**config.mk**
```make
export PLATFORM = sky130hd
export DESIGN_NAME = shift_rot_unit
export DESIGN_NICKNAME = d
export VERILOG_FILES = /design/src/rtl/shift_rot_unit.sv
export SDC_FILE = /design/constraint.sdc
export NUM_CORES = 1
export LEC_CHECK = 0
export CAP_MARGIN = 20
export CORE_ASPECT_RATIO = 1.75
export CORE_MARGIN = 2
export CORE_UTILIZATION = 29
export DETAILED_ROUTE_END_ITERATION = 6
export GPL_TIMING_DRIVEN = 0
export PLACE_DENSITY = 0.56
export SLEW_MARGIN = 20
export SYNTH_ARGS = -nofsm -noshare
export SYNTH_HDL_FRONTEND = slang
export SYNTH_SLANG_ARGS = --single-unit
```
**constraint.sdc**
```tcl
create_clock -name clk -period 4.1 [get_ports clk]
set_clock_uncertainty 0.15 [all_clocks]
set_input_delay 0.615 -clock clk [delete_from_list [all_inputs] [get_ports clk]]
set_output_delay 0.615 -clock clk [all_outputs]
set_load 0.05 [all_outputs]
```
**src/rtl/shift_rot_unit.sv**
```systemverilog
// Multi-cycle shift/rotate/swap unit: a work register is stepped up to STEP
// positions per BUSY cycle, and the result is held in DONE until it is consumed.
module shift_rot_unit #(
  parameter int WIDTH = 20,
  parameter int STEP  = 4,
  parameter int AMT_W = 5
) (
  input  logic             clk,
  input  logic             rst,
  input  logic             in_valid,
  output logic             in_ready,
  input  logic [2:0]       op,
  input  logic [WIDTH-1:0] data_a,
  input  logic [WIDTH-1:0] data_b,
  input  logic [AMT_W-1:0] amount,
  output logic             out_valid,
  input  logic             out_ready,
  output logic [WIDTH-1:0] result_a,
  output logic [WIDTH-1:0] result_b,
  output logic             err,
  output logic             busy
);

  // One extra bit so that a count equal to WIDTH is always representable.
  localparam int CW = AMT_W + 1;
  localparam logic [CW-1:0] W_C    = CW'(WIDTH);
  localparam logic [CW-1:0] STEP_C = CW'(STEP);

  localparam logic [2:0] OP_SHR  = 3'b000;
  localparam logic [2:0] OP_SHL  = 3'b001;
  localparam logic [2:0] OP_ROR  = 3'b010;
  localparam logic [2:0] OP_ROL  = 3'b011;
  localparam logic [2:0] OP_SAR  = 3'b100;
  localparam logic [2:0] OP_SWAP = 3'b101;

  typedef enum logic [1:0] {IDLE, BUSY, DONE} state_t;

  state_t           state_q;
  logic [2:0]       op_q;
  logic [WIDTH-1:0] work_q;
  logic [WIDTH-1:0] b_q;
  logic [CW-1:0]    rem_q;
  logic             err_q;

  logic             accept;
  logic [CW-1:0]    amt_ext;
  logic [CW-1:0]    eff_d;
  logic [CW-1:0]    step_amt;
  logic [WIDTH-1:0] work_d;
  logic [WIDTH-1:0] b_d;
  logic             err_d;

  function automatic logic [WIDTH-1:0] step_fn(input logic [2:0] o,
                                               input logic [WIDTH-1:0] v,
                                               input logic [CW-1:0] s);
    logic [WIDTH-1:0] r;
    case (o)
      OP_SHR:  r = v >> s;
      OP_SHL:  r = v << s;
      OP_ROR:  r = (v >> s) | (v << (W_C - s));
      OP_ROL:  r = (v << s) | (v >> (W_C - s));
      OP_SAR:  r = $unsigned($signed(v) >>> s);
      default: r = v;
    endcase
    return r;
  endfunction

  assign in_ready  = (state_q == IDLE) || (state_q == DONE && out_ready);
  assign accept    = in_valid && in_ready;
  assign out_valid = (state_q == DONE);
  assign busy      = (state_q != IDLE);
  assign result_a  = work_q;
  assign result_b  = b_q;
  assign err       = err_q;

  always_comb begin
    amt_ext  = {1'b0, amount};
    eff_d    = '0;
    work_d   = data_a;
    b_d      = '0;
    err_d    = 1'b0;
    step_amt = (rem_q > STEP_C) ? STEP_C : rem_q;
    case (op)
      OP_SHR, OP_SHL, OP_SAR: eff_d = (amt_ext > W_C) ? W_C : amt_ext;
      OP_ROR, OP_ROL:         eff_d = amt_ext % W_C;
      OP_SWAP: begin
        work_d = data_b;
        b_d    = data_a;
      end
      default: begin
        work_d = '0;
        err_d  = 1'b1;
      end
    endcase
  end

  // Reset has priority over acceptance; acceptance covers both IDLE and DONE.
  always_ff @(posedge clk) begin
    if (rst) begin
      state_q <= IDLE;
      op_q    <= '0;
      work_q  <= '0;
      b_q     <= '0;
      rem_q   <= '0;
      err_q   <= 1'b0;
    end else if (accept) begin
      op_q    <= op;
      work_q  <= work_d;
      b_q     <= b_d;
      rem_q   <= eff_d;
      err_q   <= err_d;
      state_q <= (eff_d == '0) ? DONE : BUSY;
    end else begin
      case (state_q)
        BUSY: begin
          work_q <= step_fn(op_q, work_q, step_amt);
          rem_q  <= rem_q - step_amt;
          if (rem_q == step_amt) state_q <= DONE;
        end
        DONE: if (out_ready) state_q <= IDLE;
        default: ;
      endcase
    end
  end

endmodule
```
==> results of run 1 <==
stage by stage:
step / setup TNS (ps) / power (W) / cell area, um^2 / cells / util [%]
3_5_place_dp: -1150 / 0.00180 / 6240 / 1013 / 36.8
2_1_floorplan: 0 / 0.00133 / 5000 / 691 / -
5_1_grt: 0 / 0.00249 / 6430 / 1019 / 37.9
3_3_place_gp: -1820 / 0.00182 / 6230 / 1013 / 36.8
6_report: 0 / 0.00242 / 6430 / 1019 / 37.9
4_1_cts: 0 / 0.00239 / 6430 / 1019 / 37.9
worst max-delay path, cell delays in order (launching register included):
cell	delay, ps
dfxtp_1	310
buf_6	130
or4_4	530
buf_6	180
nor2_4	90
buf_4	220
inv_1	90
buf_6	170
ha_2	500
clkbuf_1	590
mux2i_1	390
a21oi_1	150
a211oi_1	340
where the power goes:
| group | internal (W) | switching (W) | leakage [nW] | total [W] |
|---|---|---|---|---|
| Sequential | 0.000544 | 0.0000663 | 0.424 | 0.000611 |
| Clock | 0.000348 | 0.000234 | 0.0899 | 0.000582 |
| Combinational | 0.000390 | 0.000842 | 1.64 | 0.00123 |
| Total | 0.00128 | 0.00114 | 2.16 | 0.00242 |
layout make-up:
type	count	area, um^2	area share, %
Inverter	19	75.1	1.17
Sequential cell	52	1040	16.2
Multi-Input combinational cell	547	3540	55.1
Buffer	72	354	5.51
Clock inverter	2	60.1	0.934
Timing Repair Buffer	95	951	14.8
Tap cell	227	284	4.42
Clock buffer	5	125	1.95
placed cells by master (no fill, tap or decap), drive strengths merged, types with 9 or more instances in the layout:
cell type / n
clkdlybuf4s50: 95
nor2b: 9
nor3: 19
nand3: 31
inv: 17
mux2i: 11
a21oi: 60
o221ai: 12
o21ai: 46
a221oi: 20
a2111oi: 12
a31oi: 11
dfxtp: 52
and3: 14
clkbuf: 55
a22oi: 23
buf: 22
a211oi: 26
o211ai: 10
nor2: 56
nand2: 65
logic make-up (layout without fill, tap and decap cells):
kind of cell    count (synthesis)  in the layout  share of synthesized area (%)
compound gates                302            302                           43.4
simple gates                  221            221                           21.6
buf+inv                        92            193                           8.61
flops                          52             52                           20.8
mux                            16             16                           4.00
fa+ha+maj                       4              4                           1.00
xor+xnor                        3              3                          0.526
other cells                     1              1                         0.0750
routing by layer:
metal / vias up / share of wire [%]
met4: 0 / 9.4
li1: 2877 / -
met2: 494 / 49
met5: - / 0
met3: 160 / 7.6
met1: 3081 / 34
sequential cells by signal, summed over array words and instances, names as in the netlist:
signal,count
rem_q,6
result_b,20
state_q,2
op_q,3
result_a,20
err,1
how the worst max path moves through the flow:
| stage | slack (ps) | depth (start not counted) | end |
|---|---|---|---|
| finish | 140 | 12 | result_a[6] |
| global route | 110 | 12 | result_a[9] |
| CTS | 80 | 12 | result_a[6] |
| detailed placement | -410 | 14 | result_a[12] |
| global placement | -510 | 14 | result_a[12] |
| floorplan | 620 | 15 | result_a[4] |
==> metrics, run 1 <==
Most Used Layer, Global Route=met2; vias post-DR=6612; Max Cap Viol=0; Cells after Synth=691; Yosys Warn Count=0; area share of the largest cell type after synthesis=20.8%; Synth Net Count=747; final hold vios=0; CTS tree=yes; nets@finish=848; DRC viols=1; Max FO, Critical Path=10; worst reg2reg path depth=12; internal reg-to-reg setup slack=140 ps; Post-CTS Resized=3; total track usage=31.7%; crit path kind=register to register; dominant cell type by area after synthesis=dfxtp_1; met2 usage=54.4%; Area Growth Syn to Fin=28.6%; r2r startpoint=rem_q[2]; vias per inst=6.49; Die H=178 um; Synth Register Bits=52; Static Leak=2.16 nW; Worst Hold Class=register to register; ys flop type=dfxtp_1; Remaining Overflow, GRT=0; Crit path arrival time=4010 ps; r2r endpoint=result_a[6]; Crit path required time=4150 ps; worst-margin pin slew=1140 ps; Final WS setup=136 ps; async set-reset flop share out of synthesis=0%; peak supply drop=271 uV; layout cells sized above 1=7.07%; Worst Setup SP=rem_q[2]; clock latency at the later pin of the worst-skew pair=310 ps; CTS sink count=52; cell with the most instances after synthesis=nand2_1; antenna violations before repair=0; CTS Root Cell=clkbuf_16; relative slew slack=24.3%; Final Slew Violations=0; DR WL/cell=28.4 um; Initial Utilization=29.5%; hold buffer count at cts=0; final setup fails=0; Final Cycle Share=96.7%; filler cell count=1825; hold path startpoint=err; largest net degree at the start of global routing=16; H-Tree Depth=2; antenna-violating nets left=0; total wire length=29.0 mm; fmax=252 MHz; Setup WS pre-CTS=-413 ps; met1 Resource Use GR=33.7%; full die area=18300 um^2; failing checks=DRC; first drt pass iteration count=7; GR Layer Usage met3=4.69%; Crit. End Element=register; TritonCTS Buffers=5; DPL Wire Length=22.3 mm; I/O Pins=96; Synth area leaders=dfxtp_1, a21oi_1, nand2_1; PD cells=377 nW/um^2; crit start category=register; syn avg cell area=7.24 um^2; Clk pin slew, worst setup/hold paths=80 ps; synth unique cells=77; first-pass GRT wire length=42.1 mm; vias in the first global route=6551; DRT iter0 DRCs=772; most frequent cells after synthesis=nand2_1, a21oi_1, nor2_1, dfxtp_1, clkbuf_1; Hold EP=err; post-synthesis sequential area ratio=20.8%; Mapped Area=5000 um^2; post-route minimum period=3960 ps; Diodes inserted=0; routability cong.=1.03; Post-CTS Setup Bufs=0; Die Wd=103 um; Port Buffers=95; Post-synth EDFFs=0; WHS=305 ps; status=complete, but fails checks; Hold Path Stages=2; # rows=63; core area=16900 um^2; maximum buffer depth of the clock tree=2; RSZ-0062 raised after global routing=no
No activity file was read; power rests on OpenSTA's default activity.
==> inputs of run 2 (changes only) <==
Settings changed: TNS_END_PERCENT set to 5.
==> results of run 2 <==
The final DEF is identical to that of run 1; final timing and power are the same.
==> inputs of run 3 (changes only) <==
Settings changed: GPL_ROUTABILITY_DRIVEN set to 0.
==> metrics, run 3 (synthesis gave the netlist of run 1 again) <==
status=complete, but fails checks (unchanged); failing checks=DRC (unchanged); clock latency at the later pin of the worst-skew pair=310 ps (about the same); crit start category=register (unchanged); Non-Filler Instances=1020 (was 1019); I/O Pins=96 (unchanged); Crit path arrival time=4080 ps (was 4010 ps); hold path startpoint=err (unchanged); switch share=46.6% (was 47.1%); fmax=248 MHz (was 252 MHz); total wire length=27.3 mm (was 29.0 mm); total power=0.00240 W (was 0.00242 W); met1 Resource Use GR=33.1% (was 33.7%); # rows=63 (unchanged); r2r endpoint=result_a[7] (was result_a[6]); DR WL/cell=26.7 um (was 28.4 um); r2r startpoint=rem_q[2] (unchanged); Combinational Power Share=50.8% (about the same); antenna violations before repair=0 (unchanged); Die H=178 um (unchanged); internal reg-to-reg setup slack=70 ps (was 140 ps); vias per inst=6.54 (was 6.49); DPL Wire Length=20.3 mm (was 22.3 mm); dpl cells=1013 (unchanged); Worst Setup SP=rem_q[2] (unchanged); Area Growth Syn to Fin=28.5% (was 28.6%); Seq pwr share=25.5% (was 25.2%); final hold vios=0 (unchanged); Remaining Overflow, GRT=0 (unchanged); Most Used Layer, Global Route=met2 (unchanged); vias post-DR=6675 (was 6612); hold buffer count at cts=0 (unchanged); CTS Root Cell=clkbuf_16 (unchanged); final setup fails=0 (unchanged); clock share of power=23.8% (was 24.0%); worst-margin pin slew=1050 ps (was 1140 ps); first-pass GRT wire length=40.6 mm (was 42.1 mm); Setup crit end=result_a[7] (was result_a[6]); antenna-violating nets left=0 (unchanged); Port Buffers=95 (unchanged); DRC viols=1 (unchanged); post-route minimum period=4030 ps (was 3960 ps); largest net degree at the start of global routing=16 (unchanged); PD cells=373 nW/um^2 (was 377 nW/um^2); fin area=6420 um^2 (was 6430 um^2); Initial Utilization=29.5% (unchanged); layout cells sized above 1=6.81% (was 7.07%); Crit path required time=4150 ps (about the same); Final Cycle Share=98.3% (was 96.7%); H-Tree Depth=2 (unchanged); Clk pin slew, worst setup/hold paths=80 ps (about the same); GR Layer Usage met3=6.18% (was 4.69%); Static Leak=2.16 nW (about the same); met2 usage=50.9% (was 54.4%); DRT iter0 DRCs=1100 (was 772); full die area=18300 um^2 (unchanged); most frequent cells in the layout=clkdlybuf4s50_1, nand2_1, a21oi_1 (unchanged); core area=16900 um^2 (unchanged); Max FO, Critical Path=10 (unchanged); total track usage=30.1% (was 31.7%); commonest non-fill, non-tap cell in the layout=clkdlybuf4s50_1 (unchanged); maximum buffer depth of the clock tree=2 (unchanged); first drt pass iteration count=7 (unchanged); sw power=0.00112 W (was 0.00114 W); RSZ-0062 raised after global routing=no (unchanged); relative slew slack=29.4% (was 24.3%); Diodes inserted=0 (unchanged); nets@finish=849 (was 848); peak supply drop=206 uV (was 271 uV); Max Cap Viol=0 (unchanged); crit path kind=register to register (unchanged); worst reg2reg path depth=14 (was 12); vias in the first global route=6459 (was 6551); area post-placement=6230 um^2 (was 6240 um^2); Crit. End Element=register (unchanged); Hold Path Stages=2 (unchanged); Int Pwr=0.00128 W (about the same); CTS tree=yes (unchanged); Worst Hold Class=register to register (unchanged); Die Wd=103 um (unchanged); TritonCTS Buffers=5 (unchanged); CTS sink count=52 (unchanged); Final Slew Violations=0 (unchanged)
-- run 3: changes by cell type in the layout (fill, tap and decap cells not counted), sizes merged --
cell    delta
clkbuf     +1
-- run 3: worst min path at each step --
stage	endpoint	slack, ps
floorplan	rem_q[5]	350
global placement	err	290
detailed placement	err	300
CTS	err	310
global route	err	330
finish	err	310
-- run 3: metrics by stage --
step	util (%)	worst slack [ps]	hold slack (ps)	TNS, ps
floorplan	-	622	349	0
global placement	36.8	-127	292	-421
detailed placement	36.8	-93.2	303	-158
CTS	37.9	42.2	314	0
global route	37.9	36.8	333	0
finish	37.9	68.2	308	0
-- run 3: power groups by stage --
stage | registers (W) | clock network [W] | logic [W]
3_5_place_dp | 0.000619 | 0 | 0.00114
4_1_cts | 0.000607 | 0.000577 | 0.00115
3_3_place_gp | 0.000620 | 0 | 0.00116
5_1_grt | 0.000616 | 0.000595 | 0.00126
6_report | 0.000610 | 0.000570 | 0.00122
2_1_floorplan | 0.000698 | 0 | 0.000633
-- run 3: cell type report --
class,count,area (um^2)
fillers,1829,10500
clock inverters,2,60.1
plain buffers,73,359
flip-flops and latches,52,1040
clock buffers,5,125
well taps,227,284
repair buffers,95,951
inverters,19,75.1
multi-input cells,547,3530
-- run 3: per-layer routing --
metal  share of wire [%]  vias up
li1                    -     2874
met1                  33     3027
met2                  48      580
met3                  10      194
met4                 8.9        0
met5                   0        -
-- run 3: what timing repair did --
item | 4_1_cts | 5_1_grt
setup endpoints to repair | 4 | 11
buffers inserted | 0 | 0
resized for setup | 1 | 4
-- run 3: worst max-delay path: stages, from the launching register on --
cell	delay, ps
dfxtp_1	310
buf_6	130
or4_4	520
buf_6	180
nor2_4	90
buf_4	230
inv_1	90
buf_6	170
ha_1	280
clkbuf_2	280
clkbuf_1	520
a32oi_1	370
a21oi_1	270
nand4_1	120
a22o_1	210
